$ cat config.mk
export PLATFORM = sky130hd
export DESIGN_NAME = seq_pattern_tx
export DESIGN_NICKNAME = d
export VERILOG_FILES = /design/src/rtl/seq_pattern_tx.sv
export SDC_FILE = /design/constraint.sdc
export NUM_CORES = 1
export LEC_CHECK = 0
export ABC_CLOCK_PERIOD_IN_PS = 3000
export BUFFER_PORTS_ARGS = -buffer_cell sky130_fd_sc_hd__clkbuf_2
export CAP_MARGIN = 15
export CORE_ASPECT_RATIO = 2
export CORE_MARGIN = 8
export CORE_UTILIZATION = 40
export DETAILED_ROUTE_END_ITERATION = 10
export SYNTH_ARGS = -nofsm -noshare
export SYNTH_HDL_FRONTEND = slang
export SYNTH_SLANG_ARGS = --single-unit
$ cat constraint.sdc
create_clock -name clk -period 3 [get_ports clk]
set_clock_uncertainty 0.05 [all_clocks]
set_input_delay 0.6 -clock clk [delete_from_list [all_inputs] [get_ports clk]]
set_output_delay 0.6 -clock clk [all_outputs]
set_load 0.05 [all_outputs]
$ cat src/rtl/seq_pattern_tx.sv
// seq_pattern_tx: serial pattern transmitter with repeat count, inter-frame gap and abort
module seq_pattern_tx #(
  parameter int                 PAT_LEN    = 7,
  parameter logic [PAT_LEN-1:0] PATTERN    = 7'b1010101,
  parameter int                 CNT_W      = 4,
  parameter int                 GAP_W      = 4,
  parameter logic               IDLE_LEVEL = 1'b0
) (
  input  logic             clk,
  input  logic             rst,
  input  logic             start,
  input  logic [CNT_W-1:0] repeat_n,
  input  logic [GAP_W-1:0] gap_n,
  input  logic             abort,
  output logic             dout,
  output logic             dout_valid,
  output logic             frame_start,
  output logic             busy,
  output logic             done
);
  localparam int BW = (PAT_LEN > 1) ? $clog2(PAT_LEN) : 1;
  typedef enum logic [1:0] {IDLE, SEND, GAP} state_t;
  state_t             state, state_n;
  logic [BW-1:0]      bit_idx, bit_idx_n;
  logic [PAT_LEN-1:0] sh, sh_n;
  logic [CNT_W-1:0]   frames, frames_n;
  logic [GAP_W-1:0]   gap_lat, gap_lat_n, gap_cnt, gap_cnt_n;
  logic               dout_n, valid_n, fs_n, busy_n, done_n, begin_frame, last_bit;
  assign last_bit = bit_idx == BW'(PAT_LEN - 1);
  // next state, counters and next registered outputs; sh holds the bits still to send
  always_comb begin
    state_n     = state;
    bit_idx_n   = bit_idx;
    sh_n        = sh;
    frames_n    = frames;
    gap_lat_n   = gap_lat;
    gap_cnt_n   = gap_cnt;
    dout_n      = IDLE_LEVEL;
    valid_n     = 1'b0;
    fs_n        = 1'b0;
    busy_n      = 1'b0;
    done_n      = 1'b0;
    begin_frame = 1'b0;
    case (state)
      IDLE: if (start && repeat_n != '0 && !abort) begin
        begin_frame = 1'b1;
        frames_n    = repeat_n;
        gap_lat_n   = gap_n;
      end
      SEND: if (abort) state_n = IDLE;
      else if (!last_bit) begin
        bit_idx_n = bit_idx + BW'(1);
        dout_n    = sh[PAT_LEN-1];
        sh_n      = sh << 1;
        valid_n   = 1'b1;
        busy_n    = 1'b1;
      end else if (frames == CNT_W'(1)) begin
        state_n  = IDLE;
        frames_n = '0;
        done_n   = 1'b1;
      end else begin
        frames_n = frames - CNT_W'(1);
        busy_n   = 1'b1;
        if (gap_lat == '0) begin_frame = 1'b1;
        else begin
          state_n   = GAP;
          gap_cnt_n = gap_lat;
        end
      end
      GAP: if (abort) state_n = IDLE;
      else begin
        busy_n = 1'b1;
        if (gap_cnt == GAP_W'(1)) begin_frame = 1'b1;
        else gap_cnt_n = gap_cnt - GAP_W'(1);
      end
      default: state_n = IDLE;
    endcase
    if (begin_frame) begin
      state_n   = SEND;
      bit_idx_n = '0;
      sh_n      = PATTERN << 1;
      dout_n    = PATTERN[PAT_LEN-1];
      valid_n   = 1'b1;
      fs_n      = 1'b1;
      busy_n    = 1'b1;
    end
  end
  // state, counters and registered outputs with asynchronous reset
  always_ff @(posedge clk or posedge rst) begin
    if (rst) begin
      state       <= IDLE;
      bit_idx     <= '0;
      sh          <= '0;
      frames      <= '0;
      gap_lat     <= '0;
      gap_cnt     <= '0;
      dout        <= IDLE_LEVEL;
      dout_valid  <= 1'b0;
      frame_start <= 1'b0;
      busy        <= 1'b0;
      done        <= 1'b0;
    end else begin
      state       <= state_n;
      bit_idx     <= bit_idx_n;
      sh          <= sh_n;
      frames      <= frames_n;
      gap_lat     <= gap_lat_n;
      gap_cnt     <= gap_cnt_n;
      dout        <= dout_n;
      dout_valid  <= valid_n;
      frame_start <= fs_n;
      busy        <= busy_n;
      done        <= done_n;
    end
  end
endmodule

# Yosys cells after proc, flatten, opt, wreduce, memory -nomap -nowiden

Index checks and enable logic that the tools add are counted.

Register bits after elaboration: 29
Logic and storage cells: 100
Output and inout bits: 5
Bits of input ports: 12

Eq/ne operators: 18
Muxes and demuxes: 54
Add/subtract/negate cells: 3
Reduce and logical (&&, ||, !) cells: 14

Operator list:

| cell                  | count |
|---|---|
| $mux W4               | 10 |
| $mux W7               | 4 |
| $mux W1               | 25 |
| $ne A2 B2 Y1 const B  | 9 |
| $pmux W4 S2           | 2 |
| $mux W2               | 6 |
| $mux W3               | 4 |
| $eq A4 B1 Y1 const B  | 2 |
| $reduce_and A4 Y1     | 2 |
| $sub A4 B1 Y4 const B | 2 |
| $reduce_and A7 Y1     | 1 |
| $pmux W2 S3           | 1 |
| $reduce_bool A2 Y1    | 3 |
| $ne A5 B5 Y1 const B  | 1 |
| $logic_not A4 Y1      | 1 |
| $ne A4 B4 Y1 const B  | 1 |
| $reduce_bool A4 Y1    | 1 |
| $add A3 B1 Y3 const B | 1 |
| $eq A3 B3 Y1 const B  | 1 |
| $ne A3 B3 Y1 const B  | 1 |
| $pmux W1 S3           | 1 |
| $reduce_and A3 Y1     | 1 |
| $eq A2 B1 Y1 const B  | 1 |
| $eq A2 B2 Y1 const B  | 1 |
| 6 further kinds       | 7 |

# Logic depth before layout (Yosys ltp)

Gate-level depths: netlist of run 1.

Depth in word-level cells: 8
Depth in mapped cells: 8

# Worst setup path before layout of run 1

OpenSTA, ideal clock, no wires.

Kind: input -> register
Start point: input repeat_n[1]
End point: register state[1]
Slack: 1.123 ns
Required time: 2.863 ns
Stages: 5
Arrival: 1.741 ns
Cells stage by stage: o41ai_4 nor3b_2 o31ai_4 inv_4 a211oi_2

Cells in the longest elaborated chain, start to end: 7
Elaborated cells between the ends (all ways): 11
Those cells by class: eq/ne (4); mux (3); reduce/logical (4)

RTL lines:

| item                                                  | line | text |
|---|---|---|
| start: declaration                                    | 12   | `input logic [CNT_W-1:0] repeat_n,` |
| $reduce_bool A4 Y1 *                                  | 45   | `IDLE: if (start && repeat_n != '0 && !abort) begin` |
| $logic_and A1 B1 Y1 * (2 in a row)                    | 45   |  |
| $mux W1 *                                             | 45   |  |
| $pmux W1 S3 *                                         | 44   | `case (state)` |
| named net begin_frame                                 | 28   | `logic dout_n, valid_n, fs_n, busy_n, done_n, begin_frame, last_bit;` |
| $ne A5 B5 Y1 (no source line) (tied with other cells) | n/a  |  |
| $reduce_and A4 Y1 (no source line)                    | n/a  |  |
| end signal: assignment                                | 103  | `state <= state_n;` |
| end: declaration                                      | 23   | `state_t state, state_n;` |

The timed path passes the listed nets; every way through them passes the cells marked *.
A chain may end at the register's enable or synchronous reset.

# Worst setup path after layout of run 1

Start point: register state[1]
End point: register gap_cnt[1]

Cells in the longest elaborated chain, start to end: 3
Elaborated cells between the ends (all ways): 11
Those cells by class: eq/ne (8); mux (1); reduce/logical (2)

RTL lines:

| item                                                                       | line | text |
|---|---|---|
| $eq A2 B2 Y1 / $eq A2 B1 Y1 (equally long branches)                        | 44   |  |
| $ne A2 B2 Y1 (no source line) / $reduce_bool A2 Y1 (equally long branches) | n/a  |  |
| $reduce_and A7 Y1 (no source line)                                         | n/a  |  |
| end signal: assignment                                                     | 108  | `gap_cnt <= gap_cnt_n;` |
| end: declaration                                                           | 27   | `logic [GAP_W-1:0] gap_lat, gap_lat_n, gap_cnt, gap_cnt_n;` |

Parallel ways exist; a longest one is shown, timed or not.

==> impl_metrics.yaml, run 1 <==
synth:
  yosysSeqAreaShare_pct: 44.94
  syn_inst: 151
  synthDistinctLibCells: 39
  yosysWarnings: 0
  synth_nets: 173
  async_reset_ff_share_pct: 100.0
  synth_seq_cells: 28
  synth_flop_cell: "dfrtp_1"
  netlist_area_um2: 1559
  synth_edf_count: 0
  postSynthAreaPerCell_um2: 10.32
sta:
  period_share_pct: 71.51
  timing.hold.ws_ns: 0.2928
  setup_violations: 0
  fmax_mhz: 466.1
  fin_tns_setup_ns: 0
  worst_pin_slew_ns: 0.5758
  hold_violations: 0
  slew_viol_final: 0
  rsz0062_at_grt: "no"
  max_slew_margin_pct: 61.47
  post-route-min-period_ns: 2.145
final_layout:
  n_antenna_cell: 0
  drive_gt1_share_pct: 22.49
  stdcell_count: 220
  stdcell_area_um2: 1768
  area_growth_pct: 13.40
  final_cell_mix: "dfrtp_1 (28), nand2_1 (21), clkbuf_2 (16), inv_1 (11)"
  mostFrequentLayoutCell: "dfrtp_1"
  nets: 192
clocking:
  cts_resized: 0
  cts-buffers-inserted: 3
  cts_root_buffer: "clkbuf_8"
  clk_pin_slew_ns: 0.10
  cts_max_level: 1
  cts_hold_buf: 0
  cts_tree: "built"
  clock-sinks: 28
  cts_setup_buffers: 0
  clock_path_buffers: 2
  clk_latency_ns: 0.28
worst_setup_path:
  rr_worst_depth: 6
  rr_endpoint: "gap_cnt[1]"
  worst-path-max-fanout: 10
  critPathKind: "reg2reg"
  regToRegSetupSlack_ns: 0.85
  cp-end-kind: "flop"
  cp_data_arrival_time_ns: 2.31
  cp_data_required_time_ns: 3.17
  start_kind: "flop"
  reg2reg_from: "state[1]"
die:
  io_pins: 17
  die_w_um: 60.15
  die_h_um: 104.3
  rows: 32
  core_area_um2: 3804
  initial_core_util_pct: 40.99
  dieArea_um2: 6273
place:
  dp_cells: 216
  gp_congestion: 0.8375
  place_area_um2: 1697
  numPortBuffers: 16
  dp_hpwl_um: 2622
flow_run:
  drv_cap: 0
power:
  swShare_pct: 40.06
  max-vdd-ir-drop_mv: 0.4955
  p_int_mw: 1.046
  power_frac_seq_pct: 38.9
  switchingPower_mw: 0.6989
  total_power_mw: 1.745
  comb_power_share_pct: 44.1
  pwr-share-clk_pct: 17.1
  power.density_nw_per_um2: 986.7
  p_leak_nw: 0.8021
global_routing:
  gr-usage-all-layers_pct: 11.39
  grt-busiest-layer: "met2"
  use_met1_pct: 11.55
  grt_overflow: 0
  antenna_found_initial: 0
  gr-usage-met2_pct: 20.69
  grt_first_pass_wirelength_um: 5595
  grt_start_max_net_pins: 29
  grt_pass1_vias: 1285
  met3_usage_pct: 1.611
route:
  vias_per_cell: 5.495
  dr_total_vias: 1209
  dr.pass1.iters: 4
  drtAntennaViolNets: 0
  drc: 0
  wl_per_cell_um: 15.01
  drt_wl_total_um: 3303
  drtIter0Drc: 42
hold_path:
  hold_class: "in2async"
outcome:
  outcome: "complete, no violations"
==> per-stage QoR <==
stage | util, % | worst slack (ns)
5_1_grt | 46.48 | 0.6700
3_3_place_gp | 44.61 | 0.8966
6_report | 46.48 | 0.8546
4_1_cts | 46.48 | 0.8620
2_1_floorplan | - | 1.123
3_5_place_dp | 44.61 | 0.8249
==> worst max-delay path, stage by stage, from the launching register on <==
cell and delay [ns]:
dfrtp_1 0.44, inv_1 0.09, ha_1 0.35, nor2b_1 0.43, a41oi_2 0.30, a21oi_1 0.25
o22a_1 0.17
==> logic make-up after synthesis <==
logic type / synth area share, %
XOR/XNOR: 1.124
buffers and inverters: 3.933
adder cells (fa/ha/maj): 8.026
flip-flops: 44.94
AO/OA/AOI/OAI: 20.39
AND/OR/NAND/NOR: 17.98
multiplexers: 3.611
==> area by class of cell <==
| cell class | count | area [µm²] |
|---|---|---|
| fill | 370 | 2036 |
| multi-input combinational | 108 | 797.0 |
| sequential | 28 | 700.7 |
| timing repair buffer | 17 | 87.58 |
| tap | 51 | 63.81 |
| inverter | 12 | 47.55 |
| clock buffer | 3 | 41.29 |
| clock inverter | 1 | 30.03 |
==> per-layer routing <==
metal | vias up | part of all wire [%]
met5 | - | 0
met4 | 0 | 2.7
met3 | 11 | 3.9
met2 | 39 | 55
met1 | 589 | 39
li1 | 570 | -
==> synth_stat cells, types with 2 or more instances <==
cell type	n	share of area (%)
dfrtp_1	28	45
nand2_1	21	5.1
inv_1	11	2.6
a21oi_1	10	3.2
ha_1	10	8.0
nor2_1	9	2.2
mux2_2	5	3.6
nand3_1	5	1.6
o21ai_0	5	1.6
o22a_1	4	2.2
a22o_1	3	1.7
a31oi_1	3	1.2
nand2b_1	3	1.2
nor3_1	3	0.96
a211oi_2	2	1.6
buf_2	2	0.64
nor2b_1	2	0.80
nor3b_1	2	0.96
o2bb2ai_1	2	1.1
or3b_2	2	1.1
==> worst max-delay path by stage <==
stage / startpoint / endpoint / slack [ns] / depth (start not counted)
2_1_floorplan: repeat_n[1] / state[1] / 1.12 / 5
3_3_place_gp: repeat_n[1] / bit_idx[1] / 0.90 / 6
3_5_place_dp: repeat_n[1] / bit_idx[1] / 0.82 / 6
4_1_cts: state[1] / gap_cnt[1] / 0.86 / 6
5_1_grt: state[1] / gap_cnt[1] / 0.67 / 6
6_report: state[1] / gap_cnt[1] / 0.85 / 6
==> power groups by stage <==
stage                     combinational (mW)  clock, mW  sequential [mW]
final                                  0.769      0.298            0.678
after global placement                 0.749          0            0.672
after CTS                              0.782      0.304            0.675
after global routing                   0.860      0.320            0.697
after detailed placement               0.780          0            0.683
after floorplan                        0.566          0            0.701
==> flip-flops by register name, summed over array words and instances, names as in the netlist, 2 cells and up <==
register  flops
sh            6
frames        4
gap_cnt       4
gap_lat       4
bit_idx       3
state         2
(Power assumes the default switching activity.)
==> inputs of run 2 (changes only) <==
Settings changed: ABC_CLOCK_PERIOD_IN_PS 3000 to 2150.
Clock period 3 ns to 2.15 ns, I/O delays scaled along.
==> run 2 against run 1 <==
  * Sequential share of layout area shrank 0.98 points
  * Via count shrank 2.2%
  * Non-clock buffer count rose by 6
  * Sequential power rose by 38%
  * Clock-buffer cell count unchanged
  * Design area is 2.5% higher
  * Final cell count up 2.7%
  * Wire length is 3.1% lower
==> impl_metrics.yaml, run 2 (synthesized netlist as in run 1, its figures left out) <==
outcome:
  outcome: "complete, no violations"
die:
  dieArea_um2: 6273
  initial_core_util_pct: 40.99
  core_area_um2: 3804
  die_w_um: 60.15
  io_pins: 17
  die_h_um: 104.3
  rows: 32
final_layout:
  area_growth_pct: 16.29
  top_register: "sh"
  stdcell_count: 226
  drive_gt1_share_pct: 25.14
  mostFrequentLayoutCell: "dfrtp_1"
  stdcell_area_um2: 1813
  nets: 198
  largest_reg_flops: 6
  final_cell_mix: "dfrtp_1 (28), nand2_1 (21), clkbuf_2 (16), inv_1 (11)"
  n_antenna_cell: 0
clocking:
  cts_tree: "built"
  cts_hold_buf: 0
  clk_pin_slew_ns: 0.10
  clock_path_buffers: 2
  cts_max_level: 1
  clk_latency_ns: 0.28
  cts_resized: 0
  cts_root_buffer: "clkbuf_8"
  clock-sinks: 28
  cts_setup_buffers: 0
  cts-buffers-inserted: 3
power:
  power_frac_seq_pct: 37.9
  comb_power_share_pct: 45.3
  swShare_pct: 39.24
  p_leak_nw: 0.8325
  switchingPower_mw: 0.9710
  pwr-share-clk_pct: 16.8
  power.density_nw_per_um2: 1365
  max-vdd-ir-drop_mv: 0.8164
  p_int_mw: 1.503
route:
  vias_per_cell: 5.235
  dr_total_vias: 1183
  drtAntennaViolNets: 0
  wl_per_cell_um: 14.17
  drc: 0
  drtIter0Drc: 28
  drt_wl_total_um: 3202
  dr.pass1.iters: 4
global_routing:
  grt_overflow: 0
  grt_start_max_net_pins: 29
  gr-usage-all-layers_pct: 10.93
  grt_pass1_vias: 1241
  grt_first_pass_wirelength_um: 5402
  antenna_found_initial: 0
worst_setup_path:
  regToRegSetupSlack_ns: 0.15
  critPathKind: "reg2reg"
  cp-end-kind: "flop"
  cp_data_arrival_time_ns: 2.12
  worst-path-max-fanout: 7
  start_kind: "flop"
  cp_data_required_time_ns: 2.27
place:
  dp_hpwl_um: 2571
  numPortBuffers: 16
  gp_congestion: 0.8383
  dp_cells: 222
  place_area_um2: 1742
sta:
  period_share_pct: 92.83
  worst_pin_slew_ns: 0.5290
  fmax_mhz: 501.0
  setup_violations: 0
  rsz0062_at_grt: "no"
  fin_tns_setup_ns: 0
  slew_viol_final: 0
  max_slew_margin_pct: 64.73
  timing.hold.ws_ns: 0.1248
  hold_violations: 0
  post-route-min-period_ns: 1.996
hold_path:
  hold_class: "in2async"
flow_run:
  drv_cap: 0
-- run 2: path summary, 6_finish.rpt --
path | endpoint | cells past startpoint | startpoint
setup / recovery | gap_cnt[0] | 6 | frames[1]
hold / removal | sh[2] | 3 | rst
setup reg to reg | gap_cnt[0] | 6 | frames[1]
hold reg to reg | sh[1] | 2 | sh[1]
max in group asynchronous | frames[1] | 3 | rst
min in group clk | gap_lat[3] | 2 | gap_n[3]
-- run 2: layout make-up --
class                           count  area [µm²]
Inverter                           12       47.55
Tap cell                           51       63.81
Multi-Input combinational cell    108       797.0
Fill cell                         361        1991
Clock inverter                      1       30.03
Sequential cell                    28       700.7
Timing Repair Buffer               23       132.6
Clock buffer                        3       41.29
-- run 2: power by group through the flow --
stage | combinational (mW) | clock, mW | sequential (mW)
2_1_floorplan | 0.789 | 0 | 0.978
3_3_place_gp | 1.10 | 0 | 0.937
3_5_place_dp | 1.12 | 0 | 0.949
4_1_cts | 1.13 | 0.429 | 0.938
5_1_grt | 1.25 | 0.444 | 0.969
6_report | 1.12 | 0.415 | 0.937
-- run 2: metal layers --
layer	GRT usage (%)	vias up	share of wire [%]
li1	-	582	-
met1	11.91	566	40
met2	19.00	29	55
met3	1.983	6	3.4
met4	4.991	0	1.6
met5	0	-	0
-- run 2: worst max-delay path, cell delays in order, from the launching register on --
cell and delay, ns:
dfrtp_1 0.38, inv_1 0.09, ha_1 0.18, or3b_2 0.50
a41oi_2 0.37, a21oi_1 0.11, o22a_1 0.21
-- run 2: stage by stage --
step	setup slack, ns	util, %	power [mW]
3_3_place_gp	0.1295	45.79	2.033
6_report	0.1541	47.66	2.474
4_1_cts	0.1633	47.66	2.495
3_5_place_dp	0.1103	45.79	2.072
5_1_grt	0.02657	47.66	2.661
2_1_floorplan	0.3222	-	1.767
==> inputs of run 3 (changes only) <==
Settings changed: CORE_MARGIN 8 to unset, CORE_UTILIZATION 40 to 50, PLACE_DENSITY set to 0.7, REMOVE_ABC_BUFFERS set to 1.
==> run 3 against run 2 <==
  * Clock-buffer cell count unchanged
  * Worst setup slack about the same
  * Maximum frequency about the same
  * Sequential power increased by 0.4%
  * Combinational power about the same
  * Final cell count decreased by 9.7%
  * First-iteration DRC count decreased by 39%
  * Clock power increased by 1%
  * Power increased by 1.4%
  * Critical endpoint unchanged
  * Largest cell class unchanged
  * Largest power group unchanged
  * Highest routed layer unchanged
==> impl_metrics.yaml, run 3 (synthesized netlist as in run 1, its figures left out) <==
sta:
  worst_pin_slew_ns: 0.4699
  period_share_pct: 92.84
  fin_tns_setup_ns: 0
  fmax_mhz: 501.0
  slew_viol_final: 0
  post-route-min-period_ns: 1.996
  timing.hold.ws_ns: 0.1261
  max_slew_margin_pct: 68.53
  worst_slack_ns: 0.1539
  setup_violations: 0
  hold_violations: 0
  rsz0062_at_grt: "yes"
final_layout:
  multi_input_area_um2: 810.8
  register_area_um2: 700.7
  area_growth_pct: 15.01
  nets: 197
  final_util_pct: 60.21
  largest_reg_flops: 6
  mostFrequentLayoutCell: "dfrtp_1"
  n_antenna_cell: 0
  final_cell_mix: "dfrtp_1 (28), nand2_1 (21), clkbuf_2 (16), inv_1 (11)"
  drive_gt1_share_pct: 25.29
  n_fill_cell: 259
  top_register: "sh"
die:
  dieArea_um2: 3359
  initial_core_util_pct: 52.35
  die_h_um: 80.97
  die_w_um: 41.49
  io_pins: 17
  rows: 28
  core_area_um2: 2978
place:
  pre_cts_ws_ns: 0.06350
  numPortBuffers: 16
  gp_congestion: 0.8776
  dp_hpwl_um: 2544
global_routing:
  grt_overflow: 0
  grt_first_pass_wirelength_um: 5499
  grt_pass1_vias: 1276
  antenna_found_initial: 0
  grt_start_max_net_pins: 29
  gr-usage-all-layers_pct: 21.02
power:
  p_leak_nw: 0.8305
  power.density_nw_per_um2: 1400
  max-vdd-ir-drop_mv: 0.7634
clocking:
  cts_max_level: 1
  clock_path_buffers: 2
  cts_setup_buffers: 0
  cts_tree: "built"
  clk_latency_ns: 0.28
  cts-buffers-inserted: 3
  clock-sinks: 28
  cts_hold_buf: 0
  cts_root_buffer: "clkbuf_8"
  clk_pin_slew_ns: 0.10
route:
  drtIter0Drc: 17
  drc: 0
  drtAntennaViolNets: 0
  wl_per_cell_um: 15.88
  dr.pass1.iters: 4
  drt_wl_total_um: 3240
  vias_per_cell: 5.951
  dr_total_vias: 1214
worst_setup_path:
  rr_endpoint: "gap_cnt[0]"
  start_kind: "flop"
  critPathKind: "reg2reg"
  crit_path_top_delay_cell: "or3b_2"
  max_stage_delay_ns: 0.51
  worstPathCellList: "inv_1 > ha_1 > or3b_2 > a41oi_2 > a21oi_1 > o22a_1"
  cp_data_required_time_ns: 2.27
  worst-path-max-fanout: 7
  cp-end-kind: "flop"
  reg2reg_from: "frames[1]"
  cp_data_arrival_time_ns: 2.12
  rr_worst_depth: 6
  regToRegSetupSlack_ns: 0.15
flow_run:
  drv_cap: 0
outcome:
  outcome: "complete, no violations"
hold_path:
  hold_class: "in2async"
[run 3: cell count changes in the layout (fill, tap and decap cells not counted), sizes merged]
cell / change
buf: -1
[run 3: report_power, final]
| group | total [mW] | internal [mW] | switching [mW] |
|---|---|---|---|
| registers | 0.941 | 0.758 | 0.183 |
| clock network | 0.420 | 0.250 | 0.170 |
| logic | 1.15 | 0.502 | 0.646 |
| total | 2.51 | 1.51 | 0.999 |
[run 3: what timing repair did]
| action | in CTS | in global routing |
|---|---|---|
| endpoints found under the hold margin | 0 | 0 |
| resized for setup | 0 | 2 |
| endpoints found under the setup margin | 0 | 4 |
[run 3: cell type report]
class / instances / area share, %
Sequential cell: 28 / 39.08
Timing Repair Buffer: 22 / 6.978
Clock buffer: 3 / 2.303
Multi-Input combinational cell: 108 / 45.22
Tap cell: 30 / 2.094
Clock inverter: 1 / 1.675
Inverter: 12 / 2.652
[run 3: per-layer routing]
metal | up-vias | part of all wire, % | wire (µm) | global-route usage (%)
li1 | 580 | - | - | -
met1 | 601 | 37 | 1202 | 20.58
met2 | 29 | 59 | 1911 | 42.50
met3 | 4 | 2.5 | 82 | 1.778
met4 | 0 | 1.4 | 44 | 9.677
met5 | - | 0 | 0 | 0
[run 3: worst max-delay path by stage]
stage / start / end / slack, ns
after floorplan: frames[1] / gap_cnt[0] / 0.32
final: frames[1] / gap_cnt[0] / 0.15
after CTS: frames[1] / gap_cnt[3] / 0.15
after global placement: repeat_n[1] / state[1] / 0.12
after detailed placement: repeat_n[1] / state[1] / 0.06
after global routing: frames[1] / state[1] / -0.005
[run 3: worst max-delay path: cells and delay by family, from the launching register on]
kind                     cells  cell delay [ns]
AO/OA/AOI/OAI                3             0.67
adder cells (fa/ha/maj)      1             0.18
buffers and inverters        1             0.10
flip-flops                   1             0.39
AND/OR/NAND/NOR              1             0.51
[run 3: metrics by stage]
stage	cell area (µm²)	total power, mW	cells
floorplan	1545	1.760	148
global placement	1708	2.040	200
detailed placement	1708	2.085	200
CTS	1779	2.502	204
global route	1793	2.693	204
finish	1793	2.510	204
